==> src/rtl/peak_window_if.sv <==
`default_nettype none
// ----------------------------------------------------------------------------
// peak_window_if: AD sample request/return and result valid/ready bus. Rev 1.0
// ----------------------------------------------------------------------------
interface peak_window_if #(
    parameter int unsigned DATA_W = 9
);
    logic              sample_stb;
    logic [DATA_W-1:0] ad_data;
    logic              ad_valid;
    logic              res_valid;
    logic              res_ready;
    logic [DATA_W-1:0] res_max;
    logic [DATA_W-1:0] res_min;
    logic [DATA_W-1:0] res_pp;
    logic [31:0]       res_cnt;
    logic              res_empty;

    modport master (
        output sample_stb,
        input  ad_data,
        input  ad_valid,
        output res_valid,
        input  res_ready,
        output res_max,
        output res_min,
        output res_pp,
        output res_cnt,
        output res_empty
    );

    modport slave (
        input  sample_stb,
        output ad_data,
        output ad_valid,
        input  res_valid,
        output res_ready,
        input  res_max,
        input  res_min,
        input  res_pp,
        input  res_cnt,
        input  res_empty
    );
endinterface
`default_nettype wire

==> src/rtl/peak_window_ctrl.sv <==
`default_nettype none
// ----------------------------------------------------------------------------
// peak_window_ctrl: periodic sample strobe, fixed windows, max/min/pp result. Rev 1.0
// ----------------------------------------------------------------------------
module peak_window_ctrl #(
    parameter logic [31:0] WIN_LEN    = 32'h005F_A000,
    parameter int unsigned SAMPLE_DIV = 4,
    parameter int unsigned DATA_W     = 9
) (
    input  wire logic     clock,
    input  wire logic     rst_n,
    input  wire logic     start_i,
    input  wire logic     stop_i,
    output logic          busy_o,
    output logic          overrun_o,
    peak_window_if.master bus
);

    localparam int unsigned       DIV_W    = (SAMPLE_DIV > 1) ? $clog2(SAMPLE_DIV) : 1;
    localparam logic [DIV_W-1:0]  DIV_LAST = DIV_W'(SAMPLE_DIV - 1);
    localparam logic [31:0]       WIN_LAST = WIN_LEN - 32'd1;
    localparam logic [DATA_W-1:0] ALL_ONES = '1;

    typedef enum logic [1:0] {
        S_IDLE  = 2'd0,
        S_RUN   = 2'd1,
        S_CLOSE = 2'd2
    } state_t;

    state_t            state_q, state_d;
    logic [31:0]       win_cnt_q, win_cnt_d;
    logic [DIV_W-1:0]  div_cnt_q, div_cnt_d;
    logic [31:0]       cnt_q, cnt_d;
    logic [DATA_W-1:0] max_q, max_d;
    logic [DATA_W-1:0] min_q, min_d;
    logic              stb_q, stb_d;
    logic              busy_q, busy_d;
    logic              res_valid_q, res_valid_d;
    logic [DATA_W-1:0] res_max_q, res_max_d;
    logic [DATA_W-1:0] res_min_q, res_min_d;
    logic [DATA_W-1:0] res_pp_q, res_pp_d;
    logic [31:0]       res_cnt_q, res_cnt_d;
    logic              res_empty_q, res_empty_d;
    logic              overrun_q, overrun_d;

    logic              handshake;
    logic [DIV_W-1:0]  div_next;
    logic [31:0]       cnt_inc;
    logic [DATA_W:0]   max_diff;
    logic [DATA_W:0]   min_diff;
    logic [DATA_W-1:0] max_upd;
    logic [DATA_W-1:0] min_upd;

    // Unsigned compare one bit wider: the top bit is the borrow, set when ad_data < tracker.
    assign max_diff = {1'b0, bus.ad_data} - {1'b0, max_q};
    assign min_diff = {1'b0, bus.ad_data} - {1'b0, min_q};
    assign max_upd  = max_diff[DATA_W] ? max_q : bus.ad_data;
    assign min_upd  = min_diff[DATA_W] ? bus.ad_data : min_q;

    assign handshake = res_valid_q && bus.res_ready;
    assign div_next  = (div_cnt_q == DIV_LAST) ? '0 : div_cnt_q + DIV_W'(1);
    assign cnt_inc   = (cnt_q == 32'hFFFF_FFFF) ? cnt_q : cnt_q + 32'd1;

    always_comb begin
        state_d     = state_q;
        win_cnt_d   = win_cnt_q;
        div_cnt_d   = div_cnt_q;
        cnt_d       = cnt_q;
        max_d       = max_q;
        min_d       = min_q;
        res_max_d   = res_max_q;
        res_min_d   = res_min_q;
        res_pp_d    = res_pp_q;
        res_cnt_d   = res_cnt_q;
        res_empty_d = res_empty_q;
        overrun_d   = overrun_q;
        res_valid_d = handshake ? 1'b0 : res_valid_q;

        case (state_q)
            S_IDLE: begin
                if (start_i) begin
                    state_d   = S_RUN;
                    win_cnt_d = '0;
                    div_cnt_d = '0;
                    cnt_d     = '0;
                    max_d     = '0;
                    min_d     = ALL_ONES;
                    overrun_d = 1'b0;
                end
            end
            S_RUN: begin
                if (stop_i) begin
                    state_d   = S_IDLE;
                    win_cnt_d = '0;
                    div_cnt_d = '0;
                    cnt_d     = '0;
                    max_d     = '0;
                    min_d     = ALL_ONES;
                end else begin
                    win_cnt_d = win_cnt_q + 32'd1;
                    div_cnt_d = div_next;
                    if (bus.ad_valid) begin
                        max_d = max_upd;
                        min_d = min_upd;
                        cnt_d = cnt_inc;
                    end
                    if (win_cnt_q == WIN_LAST) begin
                        state_d = S_CLOSE;
                    end
                end
            end
            S_CLOSE: begin
                if (stop_i) begin
                    state_d   = S_IDLE;
                    win_cnt_d = '0;
                    div_cnt_d = '0;
                    cnt_d     = '0;
                    max_d     = '0;
                    min_d     = ALL_ONES;
                end else begin
                    state_d     = S_RUN;
                    win_cnt_d   = '0;
                    div_cnt_d   = div_next;
                    res_cnt_d   = cnt_q;
                    res_empty_d = (cnt_q == 32'd0);
                    res_max_d   = (cnt_q == 32'd0) ? '0 : max_q;
                    res_min_d   = (cnt_q == 32'd0) ? '0 : min_q;
                    res_pp_d    = (cnt_q == 32'd0) ? '0 : (max_q - min_q);
                    // A fresh result always wins over a same-cycle consume.
                    res_valid_d = 1'b1;
                    if (res_valid_q && !bus.res_ready) begin
                        overrun_d = 1'b1;
                    end
                    // A sample arriving in CLOSE opens the next window.
                    max_d = bus.ad_valid ? bus.ad_data : '0;
                    min_d = bus.ad_valid ? bus.ad_data : ALL_ONES;
                    cnt_d = bus.ad_valid ? 32'd1 : 32'd0;
                end
            end
            default: begin
                state_d = S_IDLE;
            end
        endcase

        busy_d = (state_d != S_IDLE);
        stb_d  = (state_d != S_IDLE) && (div_cnt_d == '0);
    end

    always_ff @(posedge clock or negedge rst_n) begin
        if (!rst_n) begin
            state_q     <= S_IDLE;
            win_cnt_q   <= '0;
            div_cnt_q   <= '0;
            cnt_q       <= '0;
            max_q       <= '0;
            min_q       <= ALL_ONES;
            stb_q       <= 1'b0;
            busy_q      <= 1'b0;
            res_valid_q <= 1'b0;
            res_max_q   <= '0;
            res_min_q   <= '0;
            res_pp_q    <= '0;
            res_cnt_q   <= '0;
            res_empty_q <= 1'b0;
            overrun_q   <= 1'b0;
        end else begin
            state_q     <= state_d;
            win_cnt_q   <= win_cnt_d;
            div_cnt_q   <= div_cnt_d;
            cnt_q       <= cnt_d;
            max_q       <= max_d;
            min_q       <= min_d;
            stb_q       <= stb_d;
            busy_q      <= busy_d;
            res_valid_q <= res_valid_d;
            res_max_q   <= res_max_d;
            res_min_q   <= res_min_d;
            res_pp_q    <= res_pp_d;
            res_cnt_q   <= res_cnt_d;
            res_empty_q <= res_empty_d;
            overrun_q   <= overrun_d;
        end
    end

    assign bus.sample_stb = stb_q;
    assign bus.res_valid  = res_valid_q;
    assign bus.res_max    = res_max_q;
    assign bus.res_min    = res_min_q;
    assign bus.res_pp     = res_pp_q;
    assign bus.res_cnt    = res_cnt_q;
    assign bus.res_empty  = res_empty_q;
    assign busy_o         = busy_q;
    assign overrun_o      = overrun_q;

endmodule
`default_nettype wire
==> src/flat_wrapper.sv <==
// flat-port wrapper written by rule: the top's interface ports become plain ports
module peak_window_ctrl_flat 
#(
    parameter logic [31:0] WIN_LEN    = 32'h005F_A000,
    parameter int unsigned SAMPLE_DIV = 4,
    parameter int unsigned DATA_W     = 9
)
  (clock, rst_n, start_i, stop_i, busy_o, overrun_o, bus_sample_stb, bus_ad_data, bus_ad_valid, bus_res_valid, bus_res_ready, bus_res_max, bus_res_min, bus_res_pp, bus_res_cnt, bus_res_empty);
  peak_window_if #(.DATA_W(DATA_W)) bus_i ();
  input  wire logic clock;
  input  wire logic rst_n;
  input  wire logic start_i;
  input  wire logic stop_i;
  output logic busy_o;
  output logic overrun_o;
  output wire logic [$bits(bus_i.sample_stb)-1:0] bus_sample_stb;
  input wire logic [$bits(bus_i.ad_data)-1:0] bus_ad_data;
  input wire logic [$bits(bus_i.ad_valid)-1:0] bus_ad_valid;
  output wire logic [$bits(bus_i.res_valid)-1:0] bus_res_valid;
  input wire logic [$bits(bus_i.res_ready)-1:0] bus_res_ready;
  output wire logic [$bits(bus_i.res_max)-1:0] bus_res_max;
  output wire logic [$bits(bus_i.res_min)-1:0] bus_res_min;
  output wire logic [$bits(bus_i.res_pp)-1:0] bus_res_pp;
  output wire logic [$bits(bus_i.res_cnt)-1:0] bus_res_cnt;
  output wire logic [$bits(bus_i.res_empty)-1:0] bus_res_empty;
  assign bus_sample_stb = bus_i.sample_stb;
  assign bus_i.ad_data = bus_ad_data;
  assign bus_i.ad_valid = bus_ad_valid;
  assign bus_res_valid = bus_i.res_valid;
  assign bus_i.res_ready = bus_res_ready;
  assign bus_res_max = bus_i.res_max;
  assign bus_res_min = bus_i.res_min;
  assign bus_res_pp = bus_i.res_pp;
  assign bus_res_cnt = bus_i.res_cnt;
  assign bus_res_empty = bus_i.res_empty;
  peak_window_ctrl #(.WIN_LEN(WIN_LEN), .SAMPLE_DIV(SAMPLE_DIV), .DATA_W(DATA_W)) u_core (.clock(clock), .rst_n(rst_n), .start_i(start_i), .stop_i(stop_i), .busy_o(busy_o), .overrun_o(overrun_o), .bus(bus_i));
endmodule
==> config.mk <==
export PLATFORM = sky130hd
export DESIGN_NAME = peak_window_ctrl_flat
export DESIGN_NICKNAME = d
export VERILOG_FILES = /design/src/rtl/peak_window_if.sv /design/src/rtl/peak_window_ctrl.sv /design/src/flat_wrapper.sv
export SDC_FILE = /design/constraint.sdc
export NUM_CORES = 1
export LEC_CHECK = 0
export BUFFER_PORTS_ARGS = -buffer_cell sky130_fd_sc_hd__buf_2
export CAP_MARGIN = 20
export CORE_ASPECT_RATIO = 1.75
export CORE_MARGIN = 2
export CORE_UTILIZATION = 64
export CTS_CLUSTER_DIAMETER = 80
export DETAILED_ROUTE_END_ITERATION = 12
export HOLD_SLACK_MARGIN = 0.15
export PLACE_DENSITY = 0.88
export SYNTH_ARGS = -nofsm -noshare
export SYNTH_HDL_FRONTEND = slang
export SYNTH_SLANG_ARGS = --single-unit
==> constraint.sdc <==
create_clock -name clock -period 3.2 [get_ports clock]
set_input_delay 0.64 -clock clock [delete_from_list [all_inputs] [get_ports clock]]
set_output_delay 0.64 -clock clock [all_outputs]
set_load 0.02 [all_outputs]
# Word level (Yosys, flattened, before mapping)
# Cells that the tools add are included.
[word_totals] register_bits=150 wordCells=93 in_bits=15 output_inout_bits=64
[op_classes] muxes=42 n_addsub=6 eq_ne=12 reduce_logical=17 bitwise=1
[op_table] op="32-bit two-way mux" count=6
[op_table] op="32-bit one-hot mux with 3 select lines" count=2
[op_table] op="9-bit two-way mux" count=15
[op_table] op="32-bit by 1-bit adder with 32-bit output (second input constant)" count=2
[op_table] op="9-bit one-hot mux with 3 select lines" count=2
[op_table] op="32-bit by 23-bit equality test with 1-bit output (second input constant)" count=1
[op_table] op="32-bit equality test (second input constant)" count=1
[op_table] op="32-bit zero test" count=1
[op_table] op="9-bit by 9-bit subtractor with 10-bit output" count=2
[op_table] op="4-bit AND reduction" count=4
[op_table] op="2-bit two-way mux" count=6
[op_table] op="3-bit inequality test (second input constant)" count=3
[op_table] op="9-bit subtractor" count=1
[op_table] op="1-bit two-way mux" count=8
[op_table] op="2-bit one-hot mux with 3 select lines" count=1
[op_table] op="2-bit equality test (second input constant)" count=2
[op_table] op="2-bit zero test" count=2
[op_table] op="2-bit inequality test (second input constant)" count=2
[op_table] op="2-bit one-hot mux with 2 select lines" count=1
[op_table] op="2-bit AND reduction" count=2
[op_table] op="2-bit nonzero test" count=2
[op_table] op="1-bit logical AND" count=3
[op_table] op="3-bit by 2-bit inequality test with 1-bit output (second input constant)" count=1
[op_table] op="3-bit nonzero test" count=1
[op_table] op="7 further kinds" count=7

# Longest topological paths before layout
[logic_depth] ltp_word=6 ltp_mapped=9 mapped_depth_nobuf=9

# Least setup slack after synthesis
# Ideal clock, no wire load.
[synth_path] kind="reg-to-reg" start="reg u_core.state_q[0]" end="reg u_core.win_cnt_q[24]" arrival_ns=2.047 t_required_ns=3.122 path_stages_with_launch=10 synth_period_minus_slack_ns=2.125 slack_ns=1.075 n_path_buf=2 setup_time_ns=0.078 cell_sequence="dfrtp_1 -> inv_1 -> ha_1 -> nor2b_1 -> buf_6 -> nor3_4 -> nand3_1 -> buf_2 -> or4_1 -> a21oi_1"
[synth_between] elab_chain_len=3 word_cells_on_any_way=7 cone_classes="3 x eq/ne; 1 x mux; 3 x reduce/logical"
[synth_rtl] item="start: declaration" line="peak_window_ctrl.sv:30" source="state_t state_q, state_d;"
[synth_rtl] item="start signal: assignment" line="peak_window_ctrl.sv:167" source="state_q <= state_d;"
[synth_rtl] item="2-bit by 1-bit equality test with 1-bit output, or another cell as far along" line="peak_window_ctrl.sv:79" source="case (state_q)"
[synth_rtl] item="3-bit nonzero test (no line) or 2-bit inequality test (tied branches)"
[synth_rtl] item="2-bit AND reduction (no line)"
[synth_rtl] item="end signal: assignment" line="peak_window_ctrl.sv:168" source="win_cnt_q <= win_cnt_d;"
[synth_rtl] item="end: declaration" line="peak_window_ctrl.sv:31" source="logic [31:0] win_cnt_q, win_cnt_d;"
# Parallel ways exist; a longest one is shown, timed or not.
# A chain may end at the register's enable or synchronous reset.

# Worst setup path after layout
[layout_path] start="reg u_core.state_q[0]" end="reg u_core.cnt_q[8]"
[layout_between] elab_chain_len=3 word_cells_on_any_way=9 cone_classes="5 x eq/ne; 1 x mux; 3 x reduce/logical"
[layout_rtl] item="2-bit by 1-bit equality test with 1-bit output, or another cell as far along" line="peak_window_ctrl.sv:79"
[layout_rtl] item="3-bit inequality test (no line), or another cell as far along"
[layout_rtl] item="4-bit AND reduction (no line)"
[layout_rtl] item="end signal: assignment" line="peak_window_ctrl.sv:170" source="cnt_q <= cnt_d;"
[layout_rtl] item="end: declaration" line="peak_window_ctrl.sv:33" source="logic [31:0] cnt_q, cnt_d;"
# Parallel ways exist; a longest one is shown, timed or not.

==> impl_metrics.json <==
{
  "status": "finished, final reports clean",
  "crit_fanout": 16,
  "yosys_warnings": 0,
  "clk_pin_slew_ns": 0.07,
  "seqPwrFrac": 0.367,
  "drv_cap": 0,
  "crit_arrival_ns": 3.01,
  "die_w_um": 89.4,
  "path_class": "reg2reg",
  "layoutNonFillerInstCount": 1114,
  "core-area_um2": 12400,
  "cts_buffers": 17,
  "insertion_delay_ns": 0.43,
  "diodes": 0,
  "syn_inst": 864,
  "dr.pass1.iters": 6,
  "syn-cell-area_um2": 8160,
  "antenna_found_initial": 0,
  "ff_latch_area_um2": 3760,
  "multi_input_area_um2": 4070,
  "synth-seq-cells": 150,
  "wl_per_cell_um": 20.0,
  "synth_edf_count": 0,
  "synthArstFlopShare": 1.00,
  "cts.sinks": 150,
  "fin_crit_sh": 0.839,
  "path_delay_family": "simple AND/OR/NAND/NOR gates",
  "nNetsFinal": 982,
  "die_area_um2": 13700,
  "fill_cells": 847,
  "syn-num-nets": 913,
  "tightestPinTransition_ns": 0.894,
  "fin_setup_tns_ns": 0,
  "end_kind": "flip-flop",
  "cts_buffer_depth": 2,
  "hpwlAfterDp_um": 14700,
  "cts_tree": "done",
  "hold_path_class": "in2async",
  "rsz0062_at_grt": "false",
  "drive_above_1_share": 0.192,
  "cp.required_ns": 3.52,
  "cts_resized": 0,
  "placed_area_um2": 8700,
  "synth.distinct_cells": 71,
  "power.internal_mw": 3.96,
  "p_sw_frac": 0.340,
  "final_max_slew_viol_count": 0,
  "synth.avg_cell_area_um2": 9.45,
  "initial_core_util": 0.657,
  "grt_util_all_layers": 0.341,
  "cts_root_buffer": "clkbuf_16",
  "start_kind": "flip-flop",
  "skew_ns": 0.0142,
  "hold_slack_ns": 0.228,
  "ant_nets": 0,
  "worst-path-buf-inv": 2,
  "p_leak_nw": 4.54,
  "dpl.cell_count": 1081,
  "grt_pass1_wl_um": 36400,
  "crit_chain": "inv_1 -> ha_1 -> nand2_1 -> or2_1 -> buf_4 -> o31ai_2",
  "fin_crit_ns": 2.69,
  "pin_count": 79,
  "rows": 54,
  "cts_setup_buffers": 0,
  "vias_per_cell": 6.47,
  "h-tree-depth": 4,
  "via_count": 7213,
  "combPwrFrac": 0.282,
  "final_common_cell": "nand2_1",
  "max-vdd-ir-drop_uv": 351,
  "p_per_area_nw_per_um2": 643,
  "ys.flop_type": "dfrtp_1",
  "postCtsHoldBufs": 0,
  "finalPower_mw": 6.00,
  "p_switching_mw": 2.04,
  "clock.fmax_mhz": 372,
  "grt-ovfl-total": 0,
  "slew_headroom": 0.403,
  "pwr-share-clk": 0.351,
  "crit_path_top_delay_cell": "ha_1",
  "worst_path_largest_cell_delay_ns": 0.58,
  "final-hold-violation-count": 0,
  "setup_viol_count_final": 0,
  "port-buffer-count": 78,
  "grt_max_degree": 80,
  "final_cell_mix": "nand2_1 (154), dfrtp_1 (141), buf_2 (77)",
  "drt-total-wl_um": 22300,
  "grt_pass1_vias": 7342,
  "syn_to_final_growth_pct": 14.3,
  "fin_area_um2": 9330,
  "dr.first_iter.drc_count": 576,
  "ys_seq_area_frac": 0.461,
  "drc_errors": 0,
  "finalWeightedCongestion": 0.926,
  "die_height_um": 153
}
-- flip-flops by register name (all words and copies together) (netlist names) --
| register | cells |
|---|---|
| u_core.max_q | 9 |
| u_core.bus.res_cnt | 32 |
| u_core.busy_o | 1 |
| u_core.bus.res_pp | 9 |
| u_core.min_q | 9 |
| u_core.cnt_q | 32 |
| u_core.overrun_o | 1 |
| u_core.bus.res_max | 9 |
| u_core.bus.res_valid | 1 |
| u_core.bus.sample_stb | 1 |
| u_core.div_cnt_q | 2 |
| u_core.bus.res_empty | 1 |
| u_core.win_cnt_q | 32 |
| u_core.bus.res_min | 9 |
| u_core.state_q | 2 |
-- cell usage after synthesis, drive strengths merged, types with 2 or more instances --
cell type	instances	share of area
nor3b	2	0.0032
clkbuf	28	0.014
xnor2	7	0.0075
and4	4	0.0046
or4	12	0.011
or3	11	0.0090
nor3	17	0.012
nand3b	2	0.0018
dfstp	9	0.029
or2	5	0.0038
nand2b	6	0.0046
nor4	13	0.017
nor2	55	0.025
and2	7	0.0054
ha	33	0.051
o2111ai	2	0.0021
a31oi	10	0.0077
a211oi	3	0.0028
o41ai	3	0.0041
nand3	26	0.016
o21ai	78	0.049
inv	36	0.017
and3	6	0.0046
a21o	5	0.0046
nor2b	7	0.0054
nand4	23	0.024
nand2	154	0.071
dfrtp	141	0.43
a21oi	33	0.020
o22ai	3	0.0023
buf	17	0.011
mux2	9	0.012
a41oi	5	0.0054
o31ai	24	0.029
mux2i	9	0.011
o211a	2	0.0025
a22o	29	0.031
a221o	2	0.0025
xor2	13	0.014
-- per-layer routing --
metal  track usage  share of wire
met4         0.208          0.062
met2         0.560           0.52
met3        0.0842          0.065
met5             0              0
met1         0.387           0.36
-- through the flow --
step / worst slack, ns / util
after global routing: 0.332 / 0.751
final: 0.514 / 0.751
after global placement: 0.625 / 0.699
after detailed placement: 0.581 / 0.699
after CTS: 0.568 / 0.749
after floorplan: 1.08 / -
-- power by group through the flow --
stage,combinational [mW],clock [mW],sequential (mW)
after global routing,1.83,2.20,2.21
final,1.69,2.11,2.20
after CTS,1.65,2.11,2.19
after detailed placement,1.60,0,2.22
after global placement,1.51,0,2.21
after floorplan,1.15,0,2.19
-- kinds of logic (layout without fill, tap and decap cells) --
group | count (synthesis) | in the layout | synth area share
DFF | 150 | 150 | 0.461
xor gates and xnor gates | 20 | 20 | 0.0215
adders and majority gates | 34 | 34 | 0.0530
and+or+nand+nor | 355 | 355 | 0.226
AOI/OAI and AO/OA | 206 | 206 | 0.173
muxes | 18 | 18 | 0.0235
buffers and inverters | 81 | 163 | 0.0418
-- layout make-up --
| type | instances | share of cell area |
|---|---|---|
| Timing Repair Buffer | 95 | 0.0570 |
| Clock inverter | 11 | 0.0160 |
| Inverter | 36 | 0.0145 |
| Sequential cell | 150 | 0.404 |
| Clock buffer | 21 | 0.0504 |
| Tap cell | 168 | 0.0225 |
| Multi-Input combinational cell | 633 | 0.436 |
-- path summary, 6_finish.rpt --
path	from	to	slack (ns)	depth (start not counted)
setup / recovery	u_core.state_q[0]	u_core.cnt_q[8]	0.51	6
hold / removal	rst_n	u_core.bus.res_max[1]	0.23	1
setup reg to reg	u_core.state_q[0]	u_core.cnt_q[8]	0.51	6
hold reg to reg	u_core.bus.res_cnt[31]	u_core.bus.res_cnt[31]	0.47	2
max in group asynchronous	rst_n	u_core.cnt_q[30]	2.18	2
min in group clock	u_core.bus.res_cnt[31]	u_core.bus.res_cnt[31]	0.47	2
No activity file was read; power rests on OpenSTA's default activity.
